[src/rtl/alu_arbiter.sv]
// rtl/alu_arbiter.sv - two-requester round-robin front end for a shared multi-cycle ALU
`timescale 1ns/1ps
module alu_arbiter #(
  parameter int ALU_LAT = 1
) (
  input  logic        clk,
  input  logic        rst_n,
  input  logic        req0_valid,
  output logic        req0_ready,
  input  logic [5:0]  req0_a,
  input  logic [5:0]  req0_b,
  input  logic [1:0]  req0_op,
  input  logic        req0_cin,
  input  logic        req1_valid,
  output logic        req1_ready,
  input  logic [5:0]  req1_a,
  input  logic [5:0]  req1_b,
  input  logic [1:0]  req1_op,
  input  logic        req1_cin,
  output logic [5:0]  alu_a,
  output logic [5:0]  alu_b,
  output logic [1:0]  alu_sel,
  output logic        alu_cin,
  input  logic [11:0] alu_result,
  input  logic        alu_cout,
  output logic        rsp_valid,
  input  logic        rsp_ready,
  output logic        rsp_id,
  output logic [11:0] rsp_result,
  output logic        rsp_cout,
  output logic        busy
);

  typedef enum logic [1:0] {
    S_IDLE = 2'd0,
    S_EXEC = 2'd1,
    S_RESP = 2'd2
  } state_t;

  state_t     state;
  state_t     state_nxt;
  logic       prio;      // requester favoured when both are valid
  logic [1:0] cnt;       // ALU settle cycles elapsed in EXEC (ALU_LAT <= 4)
  logic       grant0;
  logic       grant1;
  logic       cnt_done;

  // A lone valid wins outright; a tie goes to the requester not served last.
  always_comb begin
    grant0 = req0_valid & (~req1_valid | ~prio);
    grant1 = req1_valid & (~req0_valid |  prio);
  end

  assign cnt_done  = (cnt == 2'(ALU_LAT - 1));
  assign rsp_valid = (state == S_RESP);
  assign busy      = (state != S_IDLE);

  // State register.
  always_ff @(posedge clk or negedge rst_n) begin
    if (!rst_n) state <= S_IDLE;
    else        state <= state_nxt;
  end

  // Next state and ready handshakes; readies only ever assert in IDLE.
  always_comb begin
    state_nxt  = state;
    req0_ready = 1'b0;
    req1_ready = 1'b0;
    case (state)
      S_IDLE: begin
        req0_ready = grant0;
        req1_ready = grant1;
        if (grant0 | grant1) state_nxt = S_EXEC;
      end
      S_EXEC: begin
        if (cnt_done) state_nxt = S_RESP;
      end
      S_RESP: begin
        if (rsp_ready) state_nxt = S_IDLE;
      end
      default: state_nxt = S_IDLE;
    endcase
  end

  // Operand issue on accept, settle counting, result capture and rr pointer.
  always_ff @(posedge clk or negedge rst_n) begin
    if (!rst_n) begin
      alu_a      <= '0;
      alu_b      <= '0;
      alu_sel    <= '0;
      alu_cin    <= 1'b0;
      rsp_id     <= 1'b0;
      rsp_result <= '0;
      rsp_cout   <= 1'b0;
      prio       <= 1'b0;
      cnt        <= '0;
    end else begin
      case (state)
        S_IDLE: begin
          if (grant0) begin
            alu_a   <= req0_a;
            alu_b   <= req0_b;
            alu_sel <= req0_op;
            alu_cin <= req0_cin;
            rsp_id  <= 1'b0;
            prio    <= 1'b1;
            cnt     <= '0;
          end else if (grant1) begin
            alu_a   <= req1_a;
            alu_b   <= req1_b;
            alu_sel <= req1_op;
            alu_cin <= req1_cin;
            rsp_id  <= 1'b1;
            prio    <= 1'b0;
            cnt     <= '0;
          end
        end
        S_EXEC: begin
          cnt <= cnt + 2'd1;
          if (cnt_done) begin
            rsp_result <= alu_result;
            rsp_cout   <= alu_cout;
          end
        end
        default: begin
        end
      endcase
    end
  end

endmodule

[config.mk]
export PLATFORM = sky130hd
export DESIGN_NAME = alu_arbiter
export DESIGN_NICKNAME = d
export VERILOG_FILES = /design/src/rtl/alu_arbiter.sv
export SDC_FILE = /design/constraint.sdc
export NUM_CORES = 1
export LEC_CHECK = 0
export BUFFER_PORTS_ARGS = -buffer_cell sky130_fd_sc_hd__buf_2
export CORE_UTILIZATION = 30
export CTS_CLUSTER_SIZE = 25
export DETAILED_ROUTE_END_ITERATION = 12
export GPL_ROUTABILITY_DRIVEN = 0
export HOLD_SLACK_MARGIN = 0.12
export SYNTH_ARGS = -nofsm -noshare
export SYNTH_HDL_FRONTEND = slang
export SYNTH_SLANG_ARGS = --single-unit
export TNS_END_PERCENT = 20
[constraint.sdc]
create_clock -name clk -period 2.7 [get_ports clk]
set_input_delay 0.54 -clock clk [delete_from_list [all_inputs] [get_ports clk]]
set_output_delay 0.54 -clock clk [all_outputs]
set_load 0.02 [all_outputs]
# After elaboration in Yosys (flattened, before gate mapping)
# Index checks and enable logic that the tools add are counted.
# totals
regBits,34
inputBits,48
output_inout_bits,33
wordCells,55
# op_classes
n_addsub,1
eq_ne,6
mux,21
n_bitwise,8
n_reduce_logical,9
# ops
cell,count
$mux W6,4
$mux W2,7
$mux W1,8
$pmux W2 S3,1
$reduce_and A2 Y1,3
$reduce_bool A2 Y1,3
$logic_not A2 Y1,2
$ne A2 B2 Y1 const B,2
$pmux W2 S2,1
$ne A3 B3 Y1 const B,1
$not A1 Y1,3
$or A1 B1 Y1,3
$reduce_and A3 Y1,1
$add A2 B1 Y2 const B,1
$and A1 B1 Y1,2
$eq A2 B1 Y1 const B,1
$eq A2 B2 Y1 const B,1
$ne A2 B1 Y1 const B,1

# Depth between registers and ports, before layout
# Gate-level depths: netlist (run 1).
# logic_depth
ltp_word,6
depth_mapped,5
ltp_nobuf,4

# Worst setup path after synthesis (run 1)
# No wires, ideal clock.
# synth_timing
path_kind,register to output
startpoint,register state[1]
endpoint,output port req0_ready
t_arrival_ns,1.188
required_time_ns,2.160
path_slack_ns,0.972
stages_incl_launch_ff,5
n_path_buf,2
cell_sequence,dfrtp_1 nor2_1 buf_2 clkbuf_1 and3_1
# synth_via
elab_chain_len,2
# synth_lines
element,line,rtl
from (decl),40,state_t state;
from (signal assigned),61,else state <= state_nxt;
$logic_not A2 Y1,69,case (state)
$mux W1,69,
to (decl),9,"output logic req0_ready,"
# No other way between the ends.

# Worst setup path after layout (run 1)
# layout_timing
startpoint,register state[1]
endpoint,output port req1_ready
# layout_via
elab_chain_len,2
# layout_lines
element,line,rtl
$logic_not A2 Y1,69,
$mux W1,69,
to (decl),15,"output logic req1_ready,"
# No other way between the ends.

==> metrics.yaml, run 1 <==
sta:
  finClkSkew_ps: 9.69
  final_max_slew_viol_count: 0
  rsz0062_at_grt: "no"
  tightest_slew_ps: 757
  max_slew_margin_pct: 49.5
  hold_viol_final: 0
  setup_tns_ps: 0
  setup_slack_ps: 473
  setup_viol: 0
  min_period_over_period_pct: 82.5
  period_needed_ps: 2230
  whs_ps: 316
  clock.fmax_ghz: 0.449
final_layout:
  num-nets-final: 240
  syn_to_final_growth_pct: 39.1
  drive_gt1_share_pct: 60.4
  antenna_cells: 0
  fill_cells: 485
  fin_area_mm2: 0.00208
  final_util_pct: 43.7
  stdcell_count: 259
synthesis:
  netlist.top_cell.by_area: "dfrtp_1"
  yosysTopAreaCellShare_pct: 57.0
  synth_area_mm2: 0.00149
  syn_inst: 111
  synth_most_common_cell: "dfrtp_1"
  synth_cell_types: 22
  ys.flop_type: "dfrtp_1"
  synth_common_cells: "dfrtp_1, mux2_2, and4_1, a221o_1, a221o_2"
  avgSynthCellArea_um2: 13.4
  synthArstFlopShare_pct: 100
  synth_area_leaders: "dfrtp_1, mux2_2, a221o_1"
  yosysSeqAreaShare_pct: 57.0
  syn_nets: 160
  synth-seq-cells: 34
  synth_edf_count: 0
  synth-warning-count: 0
clock_tree:
  h-tree-depth: 2
  clk_latency_ps: 280
  holdBufCountCts: 0
  cts_resized: 0
  cts.sinks: 34
  cts.clk_slew.worst_paths_ps: 80
  cts_buffer_depth: 2
  cts_tree: "done"
  post_cts_buffers: 0
  cts_buffers: 5
  cts-root-buf: "clkbuf_8"
power:
  finalPower_mw: 2.69
  peakVddDrop_mv: 0.475
  powerDensity_mw_per_mm2: 1300
  leakage_nw: 1.06
worst_setup_path:
  critPathKind: "flop to output pin"
  cp_max_fo: 17
  worstPathRequired_ps: 2160
  critical_path_arrival_ps: 1690
  reg2reg_depth: 3
  r2r_start: "state[1]"
  r2r_slack_ps: 1140
  cp-start-kind: "flop"
  r2r_end: "rsp_result[6]"
  end_kind: "output pin"
route:
  ant_nets: 0
  wl_um: 3540
  drc_errors: 0
  vias: 1195
  routedWlPerCell_um: 13.7
  drt_iter0_drc: 34
  drt-pass1-iter-count: 3
  viasPerCell: 4.61
grt:
  grt_overflow: 0
  grt_pass1_wl_um: 5460
  grt_antenna_before_repair: 0
  grt_pass1_vias: 1166
  grt_max_degree: 35
  grtUsageTotal_pct: 13.6
outcome:
  status: "completed"
die:
  num_rows: 25
  dieArea_mm2: 0.00526
  die_h_um: 72.5
  initial_core_util_pct: 31.4
  coreArea_mm2: 0.00475
  die_w_um: 72.5
  ioPinCount: 81
placement:
  portBuffers: 80
  dpl.hpwl_um: 2600
  dp.cells: 251
  place_ws_ps: 486
  dpl-instance-area_mm2: 0.00193
flow_run:
  maxCapViolCount: 0
worst_hold_path:
  holdCritPathClass: "input pin to async pin"
==> layout by cell type (no fill, tap or decap), types with 3 or more instances in the layout <==
master and n:
and4_1 9, mux2_2 13, a221o_1 8, nand2_1 3, inv_1 5, dfrtp_1 34, nor2_1 4, buf_2 80
nand2b_1 3, and4_2 6, a221o_2 7, clkbuf_8 6
==> report_power, final <==
part	leakage [nW]	internal (mW)	switching, mW
clock network	0.0714	0.394	0.182
logic	0.583	0.526	0.694
registers	0.410	0.765	0.133
total	1.06	1.69	1.01
==> worst max-delay path, cell delays in order (launching register included) <==
cell	delay, ps
dfrtp_1	400
nor2_1	150
and3_1	570
buf_2	280
==> kinds of logic after synthesis <==
logic type | Yosys count | synth area share [%]
DFF | 34 | 57.0
buffers and inverters | 13 | 4.69
and+or+nand+nor | 28 | 13.7
muxes | 13 | 9.81
adders and majority gates | 1 | 0.838
AOI/OAI and AO/OA | 22 | 14.0
==> cell type report <==
type                       count  area, µm²  share of cell area [%]
clock inverter                 2       60.1                    2.89
tap                           67       83.8                    4.04
multi-input combinational     64        572                    27.5
clock buffer                   6       82.6                    3.98
sequential                    34        851                    41.0
inverter                       5       18.8                   0.904
timing repair buffer          81        408                    19.7
==> per-layer routing <==
metal / vias up / routed length (µm) / track usage [%] / part of all wire (%)
li1: 586 / - / - / -
met1: 572 / 1690 / 18.3 / 48
met2: 35 / 1660 / 21.4 / 47
met3: 2 / 159 / 3.47 / 4.5
met4: 0 / 33 / 4.58 / 0.93
met5: - / 0 / 0 / 0
==> sequential cells by signal (all words and copies together), names as in the netlist <==
register,flops
prio,1
state,2
rsp_result,12
alu_a,6
rsp_id,1
alu_sel,2
rsp_cout,1
alu_cin,1
cnt,2
alu_b,6
==> how the worst max path moves through the flow <==
stage	depth (start not counted)	slack [ps]	startpoint	endpoint
after floorplan	4	970	state[1]	req0_ready
after global placement	4	500	req0_valid	req1_ready
after detailed placement	4	490	req0_valid	req1_ready
final	3	470	state[1]	req1_ready
after CTS	3	450	state[1]	req1_ready
after global routing	3	320	state[1]	req1_ready
(Power assumes the default switching activity.)
==> inputs of run 2 (changes only) <==
==> constraint.sdc (replaced) <==
create_clock -name clk -period 1.8 [get_ports clk]
set_input_delay 0.36 -clock clk [delete_from_list [all_inputs] [get_ports clk]]
set_output_delay 0.36 -clock clk [all_outputs]
set_load 0.02 [all_outputs]
==> run 2 against run 1 <==
  * Die area stayed put
  * Clock skew is 4.6 ps lower
  * Total power is 45% higher
  * First-iteration DRC count is 24% higher
  * Largest cell class unchanged
  * Highest routed layer unchanged
==> metrics.yaml, run 2 (synthesis gave the netlist of run 1 again) <==
outcome:
  status: "completed"
clock_tree:
  cts_tree: "done"
  h-tree-depth: 2
  cts.sinks: 34
  cts_buffer_depth: 2
  cts.clk_slew.worst_paths_ps: 70
  cts-root-buf: "clkbuf_8"
  cts_buffers: 5
  clk_latency_ps: 280
worst_setup_path:
  r2r_start: "state[0]"
  slowest_delay_ps: 440
  startpoint: "state[0]"
  critPathKind: "flop to output pin"
  worstPathRequired_ps: 1440
  r2r_end: "alu_b[5]"
  cp_max_fo: 9
  critPathSlowestCell: "dfrtp_2"
  end_kind: "output pin"
  cp-start-kind: "flop"
  r2r_slack_ps: 350
  reg2reg_depth: 5
  critPathCapture: "req1_ready"
  critical_path_arrival_ps: 1350
  path_cells: "nor2_4 > and3_4 > buf_6 > buf_4"
grt:
  grt_antenna_before_repair: 0
  grt_pass1_vias: 1186
  grt_overflow: 0
  grtUsageTotal_pct: 14.3
  grt_max_degree: 35
  grt_pass1_wl_um: 5640
final_layout:
  fill_cells: 482
  final_cell_mix: "buf_2, dfrtp_1, mux2_2"
  antenna_cells: 0
  drive_gt1_share_pct: 63.4
  final_common_cell: "buf_2"
  syn_to_final_growth_pct: 42.4
  largest_register_ffs: 12
  num-nets-final: 250
  top_register: "rsp_result"
  reg_top3: "rsp_result: 12 flops, alu_a: 6 flops, alu_b: 6 flops"
route:
  wl_um: 3530
  routedWlPerCell_um: 13.1
  ant_nets: 0
  vias: 1257
  drc_errors: 0
  drt-pass1-iter-count: 4
  drt_iter0_drc: 42
  viasPerCell: 4.67
sta:
  clock.fmax_ghz: 0.585
  min_period_over_period_pct: 94.9
  finClkSkew_ps: 5.13
  hold_viol_final: 0
  final_max_slew_viol_count: 0
  whs_ps: 304
  setup_slack_ps: 91.3
  setup_viol: 0
  period_needed_ps: 1710
  tightest_slew_ps: 426
  max_slew_margin_pct: 71.6
placement:
  portBuffers: 80
  dpl.hpwl_um: 2650
  place_ws_ps: 235
power:
  peakVddDrop_mv: 0.637
  leakage_nw: 1.09
  powerDensity_mw_per_mm2: 1830
die:
  ioPinCount: 81
  initial_core_util_pct: 31.4
  die_h_um: 72.5
  dieArea_mm2: 0.00526
  die_w_um: 72.5
  coreArea_mm2: 0.00475
  num_rows: 25
worst_hold_path:
  holdCritPathClass: "input pin to flop"
flow_run:
  maxCapViolCount: 0
-- run 2: metal layers --
metal / up-vias / GRT usage (%) / part of all wire [%]
met5: - / 0 / 0
met4: 0 / 7.84 / 2.9
li1: 601 / - / -
met1: 607 / 19.7 / 46
met3: 9 / 3.47 / 4.5
met2: 40 / 20.7 / 47
-- run 2: critical path, delay by kind of cell (launching register included) --
kind,cells,cell delay (ps)
DFF,1,440
and+or+nand+nor,2,370
buffers and inverters,2,270
-- run 2: worst min-delay path by stage --
| stage | from | to | slack [ps] | depth (start not counted) |
|---|---|---|---|---|
| 2_1_floorplan | rst_n | alu_a[0] | 60 | 0 |
| 3_3_place_gp | rst_n | rsp_result[0] | 420 | 2 |
| 3_5_place_dp | rst_n | rsp_cout | 420 | 2 |
| 4_1_cts | req1_a[5] | alu_a[5] | 300 | 2 |
| 5_1_grt | alu_result[5] | rsp_result[5] | 290 | 2 |
| 6_report | req1_a[5] | alu_a[5] | 300 | 2 |
-- run 2: timing repair --
item / CTS / global route
hold endpoints to repair: 34 / 0
hold buffers: 1 / 0
pin swaps: 0 / 1
gates resized for setup: 2 / 4
endpoints found under the setup margin: 1 / 1
buffers inserted: 0 / 1
-- run 2: layout make-up --
cell class              count  area (µm²)  area share, %
clock buffers               6        82.6           3.88
multi-input cells          64         584           27.5
clock inverters             2        12.5          0.589
well taps                  67        83.8           3.94
inverters                   5        18.8          0.883
flip-flops and latches     34         852           40.1
repair buffers             91         492           23.1
-- run 2: metrics by stage --
step           instances  power (mW)  setup TNS [ps]  util (%)  area, µm²
6_report             269        3.90               0      44.7       2130
5_1_grt              269        4.19           -3.56      44.7       2130
4_1_cts              268        3.91               0      44.3       2110
3_5_place_dp         259        3.29               0      41.9       1990
3_3_place_gp         259        3.27               0      41.9       1990
2_1_floorplan        111        2.64               0         -       1490
-- run 2: power breakdown --
part | internal (mW) | switching [mW]
Combinational | 0.894 | 1.06
Sequential | 1.15 | 0.215
Clock | 0.307 | 0.272
==> inputs of run 3 (changes only) <==
==> constraint.sdc (replaced) <==
create_clock -name clk -period 1.8 [get_ports clk]
set_input_delay 0.36 -clock clk [delete_from_list [all_inputs] [get_ports clk]]
set_output_delay 0.36 -clock clk [all_outputs]
set_load 0.1 [all_outputs]
==> run 3 against run 2 <==
  * Cell count is the same
  * Via count shrank 1.0%
  * Sequential share of layout area shrank 0.55 points
  * Worst hold slack lost 28 ps
  * Critical endpoint is now req0_ready
==> metrics.yaml, run 3 (synthesis gave the netlist of run 1 again) <==
worst_setup_path:
  critPathKind: "flop to output pin"
  critPathSlowestCell: "dfrtp_1"
  cp-start-kind: "flop"
  path_cells: "nor2_2 > buf_6 > and3_4 > buf_12"
  end_kind: "output pin"
  slowest_delay_ps: 410
  critPathBufInv: 2
  worstPathRequired_ps: 1440
  path_delay_family: "flip-flops"
  cp_max_fo: 10
  critical_path_arrival_ps: 1390
route:
  drc_errors: 0
  wl_um: 3680
  drt_iter0_drc: 64
  vias: 1244
  ant_nets: 0
  routedWlPerCell_um: 13.7
  viasPerCell: 4.62
  drt-pass1-iter-count: 4
grt:
  grt_pass1_vias: 1135
  use_met2_pct: 22.0
  met1_usage_pct: 19.4
  grt_pass1_wl_um: 5630
  grt_use_met3_pct: 4.31
  grt_antenna_before_repair: 0
  grt_max_degree: 35
  grt_most_used_layer: "met2"
  grtUsageTotal_pct: 14.5
  grt_overflow: 0
outcome:
  status: "completed"
clock_tree:
  cts-root-buf: "clkbuf_8"
  h-tree-depth: 2
  cts_buffers: 5
  cts_tree: "done"
  cts.clk_slew.worst_paths_ps: 60
  cts.sinks: 34
  clk_latency_ps: 280
  cts_buffer_depth: 2
final_layout:
  antenna_cells: 0
  largest_register_ffs: 12
  drive_gt1_share_pct: 63.4
  num-nets-final: 252
  final_util_pct: 45.3
  final_cell_mix: "buf_2, dfrtp_1, mux2_2"
  reg_top3: "rsp_result: 12 flops, alu_a: 6 flops, alu_b: 6 flops"
  syn_to_final_growth_pct: 44.2
  top_register: "rsp_result"
  final_common_cell: "buf_2"
sta:
  clock.fmax_ghz: 0.570
  final_max_slew_viol_count: 0
  max_slew_margin_pct: 66.9
  period_needed_ps: 1750
  hold_viol_final: 0
  tightest_slew_ps: 501
  setup_viol: 0
  finClkSkew_ps: 2.91
  min_period_over_period_pct: 97.4
  setup_tns_ps: 0
placement:
  portBuffers: 80
  dpl.hpwl_um: 2730
die:
  ioPinCount: 81
  initial_core_util_pct: 31.4
  coreArea_mm2: 0.00475
  die_w_um: 72.5
  die_h_um: 72.5
  dieArea_mm2: 0.00526
  num_rows: 25
flow_run:
  maxCapViolCount: 0
worst_hold_path:
  holdCritPathClass: "input pin to flop"
## run 3: worst paths after layout
kind,from,to,cells after the start,slack (ps)
setup / recovery,state[0],req0_ready,4,50
hold / removal,rsp_ready,state[1],2,280
setup reg to reg,state[0],alu_a[5],5,340
hold reg to reg,rsp_result[0],rsp_result[0],1,500
max in group asynchronous,rst_n,alu_a[4],3,850
min in group asynchronous,rst_n,rsp_result[1],3,640
## run 3: cell type report
cell class                      count  area [µm²]
Timing Repair Buffer               93         532
Multi-Input combinational cell     64         584
Sequential cell                    34         851
Fill cell                         478        2600
Inverter                            5        18.8
Clock buffer                        6        82.6
Tap cell                           67        83.8
## run 3: metal layers
layer	wire length [µm]	part of all wire [%]	vias to the layer above
li1	-	-	607
met1	1650	45	598
met2	1820	49	33
met3	154	4.2	6
met4	61	1.7	0
met5	0	0	-
## run 3: worst reg2reg max path: stages, from the launching register on
cell	delay, ps
dfrtp_1	390
nor2_2	70
buf_6	140
and3_4	190
buf_4	180
a221o_2	380
## run 3: repair_timing
item	CTS	global route
endpoints found under the hold margin	26	0
hold buffers	1	0
pin swaps	0	1
gates cloned	0	1
setup buffers	0	2
gates resized for setup	2	3
setup endpoints to repair	2	2
## run 3: metrics by stage
stage	instance area (µm²)	hold slack, ps	instances	setup WS [ps]
floorplan	1490	64.4	111	20.1
global placement	2020	417	259	292
detailed placement	2020	419	259	265
CTS	2120	278	266	13.1
global route	2150	278	269	-2.62
finish	2150	276	269	46.7
Power of run 3 is left out: the tool's default activity adds up to more than one toggle a clock period on the data nets, which glitch-free logic cannot reach.
